[src/rtl/uart_rx.sv]
`default_nettype none
// ============================================================================
//  Module   : uart_rx
//  Purpose  : 8N1-style asynchronous serial receiver driven by a 16x
//             oversampling tick. Synchronises rx, validates the start bit at
//             mid-bit, samples data bits LSB first at bit centres, checks the
//             stop bit and presents each byte through a valid/ack register.
//  Ports    : clock, reset          - clock and synchronous active-high reset
//             uart_tick_16x         - one-clock pulse at 16x baud
//             rx                    - asynchronous serial line, idle high
//             data / data_valid     - received byte and its unconsumed flag
//             data_ack              - consumer accepts data (while valid)
//             framing_error         - one-clock pulse, stop bit sampled 0
//             overrun               - one-clock pulse, completed byte dropped
//  Revision : 1.0 - initial release
// ============================================================================
module uart_rx #(
  parameter int DATA_BITS = 8
) (
  input  logic                 clock,
  input  logic                 reset,
  input  logic                 uart_tick_16x,
  input  logic                 rx,
  output logic [DATA_BITS-1:0] data,
  output logic                 data_valid,
  input  logic                 data_ack,
  output logic                 framing_error,
  output logic                 overrun
);

  localparam int BCW = $clog2(DATA_BITS);
  localparam logic [BCW-1:0] c_LAST_BIT = BCW'(DATA_BITS - 1);

  typedef enum logic [2:0] {
    S_IDLE  = 3'd0,
    S_START = 3'd1,
    S_DATA  = 3'd2,
    S_STOP  = 3'd3,
    S_BREAK = 3'd4
  } state_t;

  state_t               r_state;
  state_t               w_state_next;
  logic                 r_rx_meta;
  logic                 r_rx_s;
  logic [3:0]           r_cnt;
  logic [3:0]           w_cnt_next;
  logic [BCW-1:0]       r_bitcnt;
  logic [BCW-1:0]       w_bitcnt_next;
  logic [DATA_BITS-1:0] r_shift;
  logic                 w_shift_en;
  logic                 w_frame_done;
  logic                 w_stop_bad;
  logic [DATA_BITS-1:0] r_data;
  logic                 r_valid;
  logic                 r_ferr;
  logic                 r_ovr;

  // Two-flop synchroniser; resets to the idle (high) line level.
  always_ff @(posedge clock) begin
    if (reset) begin
      r_rx_meta <= 1'b1;
      r_rx_s    <= 1'b1;
    end else begin
      r_rx_meta <= rx;
      r_rx_s    <= r_rx_meta;
    end
  end

  // State register plus the tick-driven counters and shift register.
  always_ff @(posedge clock) begin
    if (reset) begin
      r_state  <= S_IDLE;
      r_cnt    <= 4'd0;
      r_bitcnt <= '0;
      r_shift  <= '0;
    end else begin
      r_state  <= w_state_next;
      r_cnt    <= w_cnt_next;
      r_bitcnt <= w_bitcnt_next;
      // Right shift: the first bit on the wire ends up in bit 0.
      if (w_shift_en) begin
        r_shift <= {r_rx_s, r_shift[DATA_BITS-1:1]};
      end
    end
  end

  // Next-state logic. Nothing advances on non-tick clocks.
  always_comb begin
    w_state_next  = r_state;
    w_cnt_next    = r_cnt;
    w_bitcnt_next = r_bitcnt;
    w_shift_en    = 1'b0;
    w_frame_done  = 1'b0;
    w_stop_bad    = 1'b0;
    if (uart_tick_16x) begin
      case (r_state)
        S_IDLE: begin
          if (!r_rx_s) begin
            w_cnt_next   = 4'd0;
            w_state_next = S_START;
          end
        end
        S_START: begin
          w_cnt_next = r_cnt + 4'd1;
          // Half a bit after the falling edge: confirm a real start bit.
          if (r_cnt == 4'd7) begin
            if (!r_rx_s) begin
              w_state_next  = S_DATA;
              w_cnt_next    = 4'd0;
              w_bitcnt_next = '0;
            end else begin
              w_state_next = S_IDLE;
            end
          end
        end
        S_DATA: begin
          w_cnt_next = r_cnt + 4'd1;
          if (r_cnt == 4'd15) begin
            w_shift_en = 1'b1;
            if (r_bitcnt == c_LAST_BIT) begin
              w_state_next = S_STOP;
              w_cnt_next   = 4'd0;
            end else begin
              w_bitcnt_next = r_bitcnt + 1'b1;
            end
          end
        end
        S_STOP: begin
          w_cnt_next = r_cnt + 4'd1;
          if (r_cnt == 4'd15) begin
            if (r_rx_s) begin
              w_frame_done = 1'b1;
              w_state_next = S_IDLE;
            end else begin
              w_stop_bad   = 1'b1;
              w_state_next = S_BREAK;
            end
          end
        end
        S_BREAK: begin
          // A held-low line must return high before a new start is looked for.
          if (r_rx_s) begin
            w_state_next = S_IDLE;
          end
        end
        default: begin
          w_state_next = S_IDLE;
        end
      endcase
    end
  end

  // Output handshake register. A frame completing in the same clock as an
  // ack replaces the consumed byte without dropping valid.
  always_ff @(posedge clock) begin
    if (reset) begin
      r_data  <= '0;
      r_valid <= 1'b0;
      r_ferr  <= 1'b0;
      r_ovr   <= 1'b0;
    end else begin
      r_ferr <= w_stop_bad;
      r_ovr  <= 1'b0;
      if (w_frame_done) begin
        if (!r_valid || data_ack) begin
          r_data  <= r_shift;
          r_valid <= 1'b1;
        end else begin
          r_ovr <= 1'b1;
        end
      end else if (r_valid && data_ack) begin
        r_valid <= 1'b0;
      end
    end
  end

  assign data          = r_data;
  assign data_valid    = r_valid;
  assign framing_error = r_ferr;
  assign overrun       = r_ovr;

endmodule
`default_nettype wire

[config.mk]
export PLATFORM = sky130hd
export DESIGN_NAME = uart_rx
export DESIGN_NICKNAME = d
export VERILOG_FILES = /design/src/rtl/uart_rx.sv
export SDC_FILE = /design/constraint.sdc
export NUM_CORES = 1
export LEC_CHECK = 0
export CORE_AREA = 2 2 55 57
export DETAILED_ROUTE_END_ITERATION = 7
export DIE_AREA = 0 0 57 59
export DONT_BUFFER_PORTS = 1
export GPL_TIMING_DRIVEN = 0
export HOLD_SLACK_MARGIN = 0.05
export PLACE_DENSITY = 0.64
export SLEW_MARGIN = 10
export SYNTH_ARGS = -nofsm -noshare
export SYNTH_HDL_FRONTEND = slang
export SYNTH_SLANG_ARGS = --single-unit
[constraint.sdc]
create_clock -name clock -period 4.5 [get_ports clock]
set_input_delay 0.9 -clock clock [delete_from_list [all_inputs] [get_ports clock]]
set_output_delay 0.9 -clock clock [all_outputs]
set_load 0.02 [all_outputs]
==> metrics.md <==
| Metric | Value |
|---|---|
| Tot Pwr | `456.1 uW` |
| Number of nets in the final layout | `160` |
| Clk pwr share | `34.8%` |
| Net Switching | `113.2 uW` |
| First-pass detailed-route iteration total | `4` |
| TritonCTS sink count | `31` |
| Ratio of cells with drive above 1 in the final layout | `between 10% and 20%` |
| Async set or reset register ratio after synthesis | `0%` |
| Post-synthesis instance area | `approximately 1400 um2` |
| Critical path class | `reg -> reg` |
| Area grow syn2layout | `6.725%` |
| Setup violations, final | `0` |
| Sort of element at the end of the critical path | `flip-flop` |
| Clock insertion delay at the later pin of the skew report | `0.33 ns` |
| Dominant cells by area after synthesis | `sky130_fd_sc_hd__dfxtp_1, sky130_fd_sc_hd__mux2i_1, sky130_fd_sc_hd__nor2_1` |
| Final core utilization | `between 50% and 60%` |
| Sequential cell fraction of total power | `60.9%` |
| Area enclosed by the die boundary | `3363 um2` |
| Internal Pwr Total | `342.9 uW` |
| Required time reported for the critical path endpoint | `4.71 ns` |
| Total count of max-transition violations in the final report | `0` |
| Part of the power in combinational logic | `4.3%` |
| Highest clock frequency the design can meet | `541.6 MHz` |
| DIE WIDTH | `57 um` |
| Most instantiated library cell after synthesis | `sky130_fd_sc_hd__dfxtp_1` |
| Ant. Diodes | `0` |
| Clock tree from TritonCTS | `done` |
| Final ANT Viol Nets | `0` |
| Final worst-path cycle share | `around two fifths` |
| Buffers inserted by post-CTS timing repair | `0` |
| Worst-case clock buffer depth | `2` |
| Critical Path Start Type | `flip-flop` |
| Largest area contributor in the synthesized netlist | `sky130_fd_sc_hd__dfxtp_1` |
| Detailed placer's ending HPWL | `1829 um` |
| Maximum vdd drop | `~0.3 mV` |
| Synthesis-stage register bit count | `31` |
| Synthesized area per cell | `9.880 um2` |
| Total grt overflow | `0` |
| RD Place Congestion | `0.8532` |
| Number of distinct library cell variants in the gate-level netlist after synthesis | `41` |
| Area fraction of the dominant cell type after synthesis | `43.32%` |
| Starting Density | `52.86%` |
| Most used standard cells in the synthesized netlist | `sky130_fd_sc_hd__dfxtp_1, sky130_fd_sc_hd__nor2_1, sky130_fd_sc_hd__mux2i_1, sky130_fd_sc_hd__nand2_1, sky130_fd_sc_hd__a21oi_1` |
| Final Hold Vio Count | `0` |
| Min Hold Slack | `0.4272 ns` |
| Ratio of total power to cell area | `298.3 nW/um2` |
| Clock period minus worst slack | `1.846 ns` |
| RSZ-0062 raised after global routing | `false` |
| IO buf count | `0` |
| Max-cap viol count | `0` |
| Synthesis Warnings | `0` |
| Flip-flop cell with the highest count after synthesis | `sky130_fd_sc_hd__dfxtp_1` |
| Clock transition at path regs | `0.10 ns` |
| Max-slew headroom at the worst pin | `roughly two thirds` |
| Routed wire per std cell | `13.90 um` |
| WL final | `between 2000 and 3000 um` |
| Number of antenna violations at the first check in global routing | `0` |
| Routed via count divided by cell count | `5.571` |
| Result of the run | `completed` |
| Quantity of gates resized following cts | `0` |
| Clock tree root buffer cell | `sky130_fd_sc_hd__clkbuf_4` |
| Final sum of negative setup slack | `0 ns` |
| Maximum level of the CTS H-tree | `2` |
| Sequential area share after synthesis | `~43%` |
| Via count | `about 1k` |
| Die height | `59 um` |
| Static leakage | `0.6290 nW` |
| Tightest Hold Check Type | `reg -> reg` |
| First-pass GRT wire length | `4588 um` |
| 1st-iter DRT viols | `31` |
| Number of global-route vias before repair | `roughly 1k` |
| Worst Max-Slew Pin Slew | `0.4720 ns` |
| Global-route total usage across every layer | `18.44%` |
| DRC violation count after routing | `0` |
| Maximum number of pins on one net before global-route repair | `12` |
| Total of fill cells in the finished design | `258` |
| Syn Inst Count | `approximately 150` |
| Placement row count | `19` |
| Hold buffer count at cts | `0` |
| Clock buffer count from CTS | `5` |
| Number of flops mapped to enable cells by yosys | `0` |
| Data arrival, critical path | `approximately 2.1 ns` |
| Core Footprint | `between 2000 and 3000 um2` |
| Number of primary I/O pins | `16` |
| Maximum fanout along the worst path | `8` |
| Post-Synthesis Net Count | `153` |
| Worst setup skew after layout | `0.007386 ns` |
| Share of total power consumed by net switching | `24.82%` |
-- sequential cells by signal, summed over array words and instances (netlist names) --
name           count
r_rx_meta          1
r_bitcnt           3
data_valid         1
r_rx_s             1
r_state            3
r_cnt              4
framing_error      1
overrun            1
r_shift            8
data               8
-- logic make-up after synthesis --
family          share of synthesized area (%)
simple gates                            25.85
mux                                     13.97
fa+ha+maj                               2.620
xor+xnor                               0.6115
buf+inv                                 4.017
flops                                   43.32
compound gates                          9.608
-- stage by stage --
step	std cells	area (um2)	setup WS (ns)
finish	184	1529	2.654
global route	184	1529	2.497
CTS	184	1529	2.664
detailed placement	176	1471	2.616
global placement	176	1471	2.657
floorplan	145	1433	2.718
-- layout make-up --
type / count / area [um2] / share of cell area [%]
Buffer: 9 / 53.80 / 3.519
Clock buffer: 5 / 37.54 / 2.455
Clock inverter: 3 / 20.02 / 1.309
Inverter: 1 / 3.754 / 0.2455
Multi-Input combinational cell: 104 / 754.5 / 49.35
Sequential cell: 31 / 620.6 / 40.59
Tap cell: 31 / 38.79 / 2.537
-- worst paths after layout --
check | startpoint | cells after the start | slack, ns | endpoint
worst min-delay path | r_rx_meta$_SDFF_PP1_ | 1 | 0.43 | r_rx_s$_SDFF_PP1_
worst min register to register | r_rx_meta$_SDFF_PP1_ | 1 | 0.43 | r_rx_s$_SDFF_PP1_
worst max-delay path | r_cnt[0]$_SDFFE_PP0P_ | 6 | 2.65 | data[2]$_SDFFE_PP0P_
worst max register to register | r_cnt[0]$_SDFFE_PP0P_ | 6 | 2.65 | data[2]$_SDFFE_PP0P_
-- power groups by stage --
stage                     sequential (mW)  clock, mW  combinational (mW)
after CTS                           0.278      0.164              0.0199
after detailed placement            0.284          0              0.0199
after floorplan                     0.283          0              0.0161
after global placement              0.284          0              0.0198
final                               0.278      0.159              0.0198
after global routing                0.278      0.176              0.0225
-- cell usage in the layout, fill, tap and decap left out, types with 3 or more instances in the layout --
master / synthesis / routed
sky130_fd_sc_hd__ha_1: 3 / 3
sky130_fd_sc_hd__nor2_1: 23 / 23
sky130_fd_sc_hd__and2b_1: 3 / 3
sky130_fd_sc_hd__nor2b_1: 3 / 3
sky130_fd_sc_hd__clkbuf_1: 3 / 3
sky130_fd_sc_hd__a21oi_1: 6 / 6
sky130_fd_sc_hd__clkbuf_4: 0 / 5
sky130_fd_sc_hd__nand2_1: 7 / 7
sky130_fd_sc_hd__or2_2: 4 / 4
sky130_fd_sc_hd__dfxtp_1: 31 / 31
sky130_fd_sc_hd__buf_2: 4 / 4
sky130_fd_sc_hd__mux2i_1: 20 / 20
-- layer usage --
layer  share of wire (%)  GRT usage, %
met5                   0             0
met4                 2.3         9.967
met2                  49         29.56
met1                  44         21.33
met3                 5.3         7.205
-- worst max-delay path: stages (launching register included) --
cell and delay, ns:
sky130_fd_sc_hd__dfxtp_1 0.39, sky130_fd_sc_hd__ha_1 0.32, sky130_fd_sc_hd__nand3_1 0.23, sky130_fd_sc_hd__nor4b_4 0.35, sky130_fd_sc_hd__buf_6 0.19, sky130_fd_sc_hd__mux2i_1 0.20
sky130_fd_sc_hd__nor2_1 0.05
Power figures use the tool's default switching activity.
